--- config.mk ---
export PLATFORM = sky130hd
export DESIGN_NAME = memory_access
export DESIGN_NICKNAME = d
export VERILOG_FILES = /design/src/rtl/memory_access.sv
export SDC_FILE = /design/constraint.sdc
export NUM_CORES = 1
export LEC_CHECK = 0
export BUFFER_PORTS_ARGS = -buffer_cell sky130_fd_sc_hd__buf_2
export CORE_UTILIZATION = 40
export CTS_CLUSTER_SIZE = 28
export DETAILED_ROUTE_END_ITERATION = 6
export PLACE_DENSITY_LB_ADDON = 0.08
export SYNTH_ARGS = -nofsm -noshare
export SYNTH_HDL_FRONTEND = slang
export SYNTH_SLANG_ARGS = --single-unit
--- constraint.sdc ---
create_clock -name clock -period 1.7 [get_ports clock]
set_input_delay 0.17 -clock clock [delete_from_list [all_inputs] [get_ports clock]]
set_output_delay 0.17 -clock clock [all_outputs]
set_load 0.05 [all_outputs]
--- src/rtl/memory_access.sv ---
// Memory-access pipeline stage: performs data-memory loads/stores over a req/ack
// handshake and presents registered write-back info. Optional timeout: MEMORY_ACCESS_TIMEOUT_EN.
module memory_access #(
  parameter int PMEM_WORD_WIDTH = 16,
  parameter int PC_WIDTH        = 12,
  parameter int IALU_WORD_WIDTH = 16,
  parameter int REG_IDX_WIDTH   = 4,
  parameter int DMEM_ADDR_WIDTH = 12,
  parameter int DMEM_WORD_WIDTH = 16,
  parameter int TIMEOUT_CYCLES  = 255
) (
  input  logic                       clock,
  input  logic                       reset,
  input  logic                       in_valid,
  input  logic [PMEM_WORD_WIDTH-1:0] in_instr,
  input  logic [PC_WIDTH-1:0]        in_pc,
  input  logic [IALU_WORD_WIDTH-1:0] in_res,
  input  logic [REG_IDX_WIDTH-1:0]   in_res_reg_idx,
  input  logic                       in_act_write_res_to_reg,
  input  logic                       in_act_load,
  input  logic                       in_act_store,
  input  logic [IALU_WORD_WIDTH-1:0] in_store_data,
  output logic                       out_stall,
  output logic                       dmem_req,
  output logic                       dmem_we,
  output logic [DMEM_ADDR_WIDTH-1:0] dmem_addr,
  output logic [DMEM_WORD_WIDTH-1:0] dmem_wdata,
  input  logic                       dmem_ack,
  input  logic [DMEM_WORD_WIDTH-1:0] dmem_rdata,
  output logic                       out_valid,
  output logic [PMEM_WORD_WIDTH-1:0] out_instr,
  output logic [PC_WIDTH-1:0]        out_pc,
  output logic                       out_act_write_res_to_reg,
  output logic [IALU_WORD_WIDTH-1:0] out_res,
  output logic [REG_IDX_WIDTH-1:0]   out_res_reg_idx
`ifdef MEMORY_ACCESS_TIMEOUT_EN
  ,
  output logic                       out_bus_error
`endif
);

  if (DMEM_WORD_WIDTH != IALU_WORD_WIDTH || TIMEOUT_CYCLES < 1 || TIMEOUT_CYCLES > 255)
  begin : g_param_check
    $error("memory_access: invalid parameter combination");
  end

  typedef enum logic {IDLE, WAIT} state_t;

  state_t state_q, state_d;

  logic                       is_mem;
  logic [PMEM_WORD_WIDTH-1:0] cap_instr;
  logic [PC_WIDTH-1:0]        cap_pc;
  logic [IALU_WORD_WIDTH-1:0] cap_res;
  logic [REG_IDX_WIDTH-1:0]   cap_idx;
  logic                       cap_write;
  logic                       cap_load;
  logic                       timeout_hit;

  assign is_mem = in_act_load | in_act_store;

`ifdef MEMORY_ACCESS_TIMEOUT_EN
  logic [7:0] wait_cnt;

  // The abort fires on the edge that ends the TIMEOUT_CYCLES-th ack-less WAIT cycle
  assign timeout_hit = (wait_cnt == 8'(TIMEOUT_CYCLES - 1));

  always_ff @(posedge clock) begin
    if (reset) begin
      wait_cnt      <= '0;
      out_bus_error <= 1'b0;
    end else if (state_q == IDLE) begin
      wait_cnt <= '0;
    end else if (!dmem_ack) begin
      wait_cnt <= wait_cnt + 8'd1;
      if (timeout_hit) out_bus_error <= 1'b1;
    end
  end
`else
  assign timeout_hit = 1'b0;
`endif

  always_ff @(posedge clock) begin
    if (reset) state_q <= IDLE;
    else       state_q <= state_d;
  end

  always_comb begin
    state_d   = state_q;
    out_stall = 1'b0;
    unique case (state_q)
      IDLE: if (in_valid && is_mem) state_d = WAIT;
      WAIT: begin
        out_stall = 1'b1;
        if (dmem_ack || timeout_hit) state_d = IDLE;
      end
      default: state_d = IDLE;
    endcase
  end

  // Load wins over store when both flags are set; captured info is replayed on completion
  always_ff @(posedge clock) begin
    if (reset) begin
      out_valid                <= 1'b0;
      out_act_write_res_to_reg <= 1'b0;
      out_res                  <= '0;
      out_res_reg_idx          <= '0;
      out_instr                <= '0;
      out_pc                   <= '0;
      dmem_req                 <= 1'b0;
      dmem_we                  <= 1'b0;
      dmem_addr                <= '0;
      dmem_wdata               <= '0;
      cap_instr                <= '0;
      cap_pc                   <= '0;
      cap_res                  <= '0;
      cap_idx                  <= '0;
      cap_write                <= 1'b0;
      cap_load                 <= 1'b0;
    end else if (state_q == IDLE) begin
      out_valid                <= 1'b0;
      out_act_write_res_to_reg <= 1'b0;
      if (in_valid && is_mem) begin
        dmem_req   <= 1'b1;
        dmem_we    <= in_act_store & ~in_act_load;
        dmem_addr  <= in_res[DMEM_ADDR_WIDTH-1:0];
        dmem_wdata <= in_store_data;
        cap_instr  <= in_instr;
        cap_pc     <= in_pc;
        cap_res    <= in_res;
        cap_idx    <= in_res_reg_idx;
        cap_write  <= in_act_write_res_to_reg;
        cap_load   <= in_act_load;
      end else if (in_valid) begin
        out_valid                <= 1'b1;
        out_act_write_res_to_reg <= in_act_write_res_to_reg;
        out_res                  <= in_res;
        out_res_reg_idx          <= in_res_reg_idx;
        out_instr                <= in_instr;
        out_pc                   <= in_pc;
      end
    end else if (dmem_ack || timeout_hit) begin
      dmem_req        <= 1'b0;
      out_valid       <= 1'b1;
      out_instr       <= cap_instr;
      out_pc          <= cap_pc;
      out_res_reg_idx <= cap_idx;
      if (dmem_ack && cap_load) begin
        out_res                  <= dmem_rdata;
        out_act_write_res_to_reg <= cap_write;
      end else begin
        out_res                  <= cap_res;
        out_act_write_res_to_reg <= 1'b0;
      end
    end
  end

endmodule

==> reports/metrics.csv, run 1 <==
stage;metric;value;unit
timing;Slew @ Worst Pin;0.644;ns
cells_and_area;Seq. cell area;2390;um2
worst_setup_path;crit path from;state_q;
cells_and_area;area grow syn2layout;31.2;%
grt;Tot GR Track Use;24.0;%
worst_setup_path;WP data arrival;1.44;ns
route;DRT Wirelength;15900;um
floorplan;Die Width;117;um
timing;FMAX;622;MHz
synthesis;#FFs+latches synth;119;
floorplan;I/O pin count;168;
cells_and_area;Nets;826;
worst_setup_path;worst path required time;1.53;ns
synthesis;Synth Area in XOR/XNOR;0;%
synthesis;multiplexer share of the synthesized area;6.09;%
synthesis;Mapped Nets;688;
clock_tree;Max Buffers Root-to-Sink;2;
power_and_ir_drop;power per cell area;1210;nW/um2
synthesis;Yosys cell types;28;
cells_and_area;Fillers;1223;
grt;initial antenna violation count;0;
cells_and_area;ant diodes;0;
route;first-pass detailed-route iteration total;4;
floorplan;Initial Utilization;41.3;%
timing;fin. max-slew vios;0;
worst_setup_path;type of origin of the critical path;flip-flop;
power_and_ir_drop;Leak;2.93;nW
clock_tree;total CTS buffers;17;
synthesis;compound-cell area share of the yosys netlist;24.1;%
synthesis;post-synth top area cell;dfxtp_1;
timing;minimum clock period;1.61;ns
synthesis;Mean Syn Cell Area;8.75;um2
route;drt wl/cell;17.2;um
clock_tree;H-Tree Depth;4;
cells_and_area;share of cells above drive strength 1;32.3;%
synthesis;most used flip-flop cell after synthesis;dfxtp_1;
synthesis;mapped cell area;5260;um2
worst_setup_path;R2R Path End;out_pc[10];
hold_path;Hold Path Class;in2reg;
timing;final worst slack;0.0913;ns
clock_tree;clk sinks;119;
timing;fin crit share;94.6;%
power_and_ir_drop;worst vdd ir;0.650;mV
timing;RSZ-0062 raised after global routing;false;
route;DRT antenna net count;0;
synthesis;Cells after Synth;601;
synthesis;sequential area share after synthesis;45.3;%
floorplan;Row Count;41;
floorplan;core area;12700;um2
run;maximum capacitance violations;0;
route;vias;5149;
place;GP Congestion;0.758;
synthesis;ys async rst share;0;%
grt;first-pass GRT wire length;25000;um
synthesis;count leader, synth;dfxtp_1;
timing;Final Skew;0.00381;ns
synthesis;synth cell count leaders;119 x dfxtp_1, 71 x a21oi_1, 67 x o21ai_0;
status;status;finished clean;
synthesis;Post-Synth Simple-Gate Area;17.3;%
synthesis;post-synthesis adder-cell area fraction;0;%
route;DRT iter0 DRCs;286;
clock_tree;clock-pin slew on the worst setup and hold paths;0.05;ns
clock_tree;CTS tree;built;
worst_setup_path;RR Startpoint;state_q;
synthesis;largest family of logic cells by synthesized area;compound AO/OA/AOI/OAI gates;
floorplan;full die area;13600;um2
synthesis;Post-synth EDFFs;0;
worst_setup_path;Setup crit end kind;primary output;
worst_setup_path;Reg2Reg Depth;4;
grt;largest net degree at the start of global routing;61;
place;dpl ws;-0.00637;ns
worst_setup_path;crit path max fanout;34;
timing;WHS;0.0145;ns
grt;Congestion Overflow GR;0;
place;Port Buffers;167;
power_and_ir_drop;overall power;8.32;mW
synthesis;Ys Warns;0;
place;HPWL Detailed;10300;um
cells_and_area;footprint of the multi-input gates;2520;um2
clock_tree;root buffer cell;clkbuf_16;
worst_setup_path;CP Capture Point;out_stall;
synthesis;top cell type's share of synthesized area;45.3;%
timing;worst rel slew slack;57.1;%
route;# DRC;0;
grt;vias in the first global route;4834;
timing;final hold vios;0;
floorplan;die height;117;um
clock_tree;worst skew pair latency;0.41;ns
worst_setup_path;r2r setup slk;0.17;ns
synthesis;Synth area leaders;dfxtp_1 45%, a211oi_1 7.0%, a21oi_1 6.8%;
timing;final setup fails;0;
route;Vias per Instance;5.57;
worst_setup_path;crit path kind;reg2out;
==> cell type report <==
cell class | instances | share of cell area [%]
multi-input combinational | 399 | 36.5
sequential | 119 | 34.6
timing repair buffer | 200 | 16.7
clock buffer | 24 | 7.28
tap | 172 | 3.12
clock inverter | 8 | 1.69
inverter | 2 | 0.109
==> placed cells by master (no fill, tap or decap), types with 2 or more instances in the layout <==
master,count
a21oi_1,71
clkinv_2,4
bufinv_16,3
buf_4,26
o21ai_0,67
and3_1,17
clkbuf_8,5
buf_12,4
dfxtp_1,118
nor3_1,32
o41ai_2,9
nor2_1,16
clkbuf_16,17
nor2_4,2
o41ai_1,7
nand3_1,65
buf_2,166
nand4b_1,16
nand2_1,6
clkbuf_1,2
mux2i_1,32
a211oi_1,49
dlygate4sd3_1,3
==> power by group <==
part	switching, mW	total (mW)	internal, mW
clock network	1.23	3.72	2.49
logic	1.05	1.52	0.467
registers	0.0979	3.08	2.98
==> metrics by stage <==
stage	area [um2]	cells	TNS (ns)	utilization, %
2_1_floorplan	5260	601	0	-
3_3_place_gp	6240	889	0	49.0
3_5_place_dp	6240	889	-0.00637	49.0
4_1_cts	6890	924	0	54.1
5_1_grt	6900	924	0	54.2
6_report	6900	924	0	54.2
==> logic make-up (layout without fill, tap and decap cells) <==
logic type             count (synthesis)  after routing
AOI/OAI and AO/OA                    203            203
and+or+nand+nor                      164            164
DFF                                  119            119
buffers and inverters                 83            234
muxes                                 32             32
==> per-layer routing <==
metal / vias up / routed length [um] / global-route usage (%)
met4: 0 / 250 / 9.20
met1: 2466 / 7240 / 31.5
met2: 170 / 7380 / 37.5
met3: 22 / 1040 / 6.54
li1: 2491 / - / -
met5: - / 0 / 0
==> what timing repair did <==
action                     CTS  global route
resized for setup            1             2
hold buffers                 3             0
setup endpoints to repair    4            18
pin swaps                    0             0
hold endpoints to repair     3             0
setup buffers                0             0
==> worst min-delay path by stage <==
stage                                 start        endpoint  depth (start not counted)
after floorplan                 in_act_load         dmem_we                          1
after global placement    in_store_data[11]  dmem_wdata[11]                          3
after detailed placement   in_store_data[5]   dmem_wdata[5]                          3
after CTS                  in_store_data[9]   dmem_wdata[9]                          3
after global routing       in_store_data[6]   dmem_wdata[6]                          3
final                      in_store_data[3]   dmem_wdata[3]                          3
==> worst max-delay path, cell delays in order (launching register included) <==
cell and delay (ns):
dfxtp_4 0.40, buf_8 0.28, buf_2 0.33
Power figures use the tool's default switching activity.
==> run 2: changes to the inputs <==
==> constraint.sdc (replaced) <==
create_clock -name clock -period 1.85 [get_ports clock]
set_input_delay 0.185 -clock clock [delete_from_list [all_inputs] [get_ports clock]]
set_output_delay 0.185 -clock clock [all_outputs]
set_load 0.05 [all_outputs]
==> run 2 against run 1 <==
  * Worst hold slack improved by 0.0036 ns
  * Power is 6.4% lower
  * Die area unchanged
  * Largest cell class unchanged
  * First-iteration DRC count rose by 19%
  * Combinational power down 9.9%
  * Critical endpoint is now cap_instr[13]
==> reports/metrics.csv, run 2 (same netlist as run 1, synthesis figures left out) <==
stage;metric;value;unit;change
grt;largest net degree at the start of global routing;48;;-21%
worst_setup_path;R2R Path End;cap_instr[13];;
timing;Slew @ Worst Pin;0.944;ns;+0.300 ns
floorplan;Row Count;41;;unchanged
clock_tree;Max Buffers Root-to-Sink;2;;unchanged
cells_and_area;share of cells above drive strength 1;32.1;%;-0.19 points
place;Port Buffers;167;;unchanged
worst_setup_path;Setup crit end kind;flip-flop;;
route;vias;5171;;+0.43%
status;status;finished clean;;
run;maximum capacitance violations;0;;unchanged
floorplan;Initial Utilization;41.3;%;unchanged
timing;worst rel slew slack;37.0;%;-20 points
clock_tree;H-Tree Depth;4;;unchanged
cells_and_area;area grow syn2layout;30.3;%;
worst_setup_path;WP data arrival;2.04;ns;+0.60 ns
route;DRT antenna net count;0;;unchanged
route;# DRC;0;;unchanged
cells_and_area;most frequent cells in the layout;166 x buf_2, 118 x dfxtp_1, 71 x a21oi_1, 67 x o21ai_0, 65 x nand3_1;;
cells_and_area;ant diodes;0;;unchanged
clock_tree;total CTS buffers;17;;unchanged
clock_tree;Post-CTS Setup Inserts;0;;unchanged
place;HPWL Detailed;10200;um;-1.1%
timing;fin. max-slew vios;0;;unchanged
place;GP Congestion;0.797;;+5.1%
worst_setup_path;r2r setup slk;0.16;ns;about the same
grt;Tot GR Track Use;24.4;%;+0.39 points
timing;minimum clock period;1.69;ns;
worst_setup_path;crit path max fanout;40;;+18%
worst_setup_path;CP Capture Point;cap_instr[13];;
timing;final setup fails;0;;unchanged
grt;vias in the first global route;4836;;+0.041%
timing;Setup Total Neg Slack;0;ns;unchanged
power_and_ir_drop;power per cell area;1140;nW/um2;-5.7%
worst_setup_path;crit path from;state_q;;
clock_tree;clk sinks;119;;unchanged
grt;initial antenna violation count;0;;unchanged
timing;fin crit share;91.6;%;
clock_tree;clock-pin slew on the worst setup and hold paths;0.06;ns;about the same
grt;Congestion Overflow GR;0;;unchanged
clock_tree;CTS tree;built;;
worst_setup_path;worst path required time;2.19;ns;+0.66 ns
worst_setup_path;Reg2Reg Depth;5;;+1
floorplan;core area;12700;um2;unchanged
floorplan;Die Width;117;um;unchanged
route;first-pass detailed-route iteration total;5;;+1
clock_tree;worst skew pair latency;0.42;ns;about the same
route;DRT iter0 DRCs;340;;+19%
worst_setup_path;type of origin of the critical path;flip-flop;;
worst_setup_path;RR Startpoint;state_q;;
floorplan;I/O pin count;168;;unchanged
cells_and_area;Nets;818;;-0.97%
route;Vias per Instance;5.65;;+1.3%
hold_path;Hold Path Class;in2reg;;
floorplan;full die area;13600;um2;unchanged
floorplan;die height;117;um;unchanged
route;drt wl/cell;17.7;um;+3.0%
timing;final hold vios;0;;unchanged
cells_and_area;commonest non-fill, non-tap cell in the layout;buf_2;;
power_and_ir_drop;Leak;2.90;nW;-1.2%
grt;first-pass GRT wire length;25100;um;+0.47%
clock_tree;root buffer cell;clkbuf_16;;
place;Placed Cells;883;;-0.67%
cells_and_area;Non-Filler Instances;916;;-0.87%
timing;Final Skew;0.00593;ns;+0.00211 ns
worst_setup_path;crit path kind;reg2reg;;
timing;FMAX;590;MHz;
route;DRT Wirelength;16200;um;+2.1%
timing;RSZ-0062 raised after global routing;false;;
power_and_ir_drop;worst vdd ir;0.505;mV;-22%
run 2: cell count changes in the layout (fill, tap and decap cells not counted), sizes merged:
cell,previous run,this run
buf,197,191
clkbuf,24,21
clkinvlp,0,2
dlygate4sd3,3,1
bufinv,3,4
run 2: what timing repair did:
item / CTS / global route
hold buffers: 1 / 0
resized for setup: 0 / 0
hold endpoints to repair: 1 / 0
run 2: power breakdown:
group / internal [mW] / total [mW] / switching [mW]
combinational: 0.413 / 1.37 / 0.961
clock: 2.40 / 3.58 / 1.19
sequential: 2.74 / 2.84 / 0.0969
run 2: layout make-up:
cell class | count | area [um2]
inverters | 2 | 7.51
clock buffers | 21 | 480
well taps | 172 | 215
fillers | 1274 | 5870
multi-input cells | 399 | 2510
repair buffers | 192 | 1080
clock inverters | 11 | 169
flip-flops and latches | 119 | 2390
run 2: per-layer routing:
layer | routed length, um | vias up | GRT usage (%)
li1 | - | 2478 | -
met1 | 7330 | 2502 | 32.7
met2 | 7640 | 170 | 37.7
met3 | 970 | 21 | 5.97
met4 | 299 | 0 | 9.70
met5 | 0 | - | 0
run 2: worst min path at each step:
stage,start,depth (start not counted),slack [ns],to
6_report,in_store_data[14],3,0.02,dmem_wdata[14]
3_5_place_dp,in_store_data[5],3,0.44,dmem_wdata[5]
2_1_floorplan,in_act_load,1,0.28,dmem_we
3_3_place_gp,in_store_data[14],3,0.44,dmem_wdata[14]
5_1_grt,in_store_data[11],3,0.01,dmem_wdata[11]
4_1_cts,in_store_data[12],3,0.005,dmem_wdata[12]
run 2: stage by stage:
| stage | total power [mW] | setup WS (ns) | instance area (um2) | hold WS, ns | utilization [%] |
|---|---|---|---|---|---|
| 4_1_cts | 7.85 | 0.140 | 6850 | 0.00487 | 53.8 |
| 2_1_floorplan | 3.85 | 0.0701 | 5260 | 0.282 | - |
| 3_3_place_gp | 4.24 | 0.227 | 6190 | 0.439 | 48.7 |
| 5_1_grt | 8.10 | 0.00524 | 6850 | 0.0107 | 53.8 |
| 3_5_place_dp | 4.26 | 0.171 | 6190 | 0.444 | 48.7 |
| 6_report | 7.79 | 0.155 | 6850 | 0.0181 | 53.8 |
run 2: critical path, stage by stage, from the launching register on:
cell,delay [ns]
dfxtp_4,0.45
buf_4,0.31
nand2b_2,0.18
buf_4,0.35
o21ai_0,0.16
a21oi_1,0.16
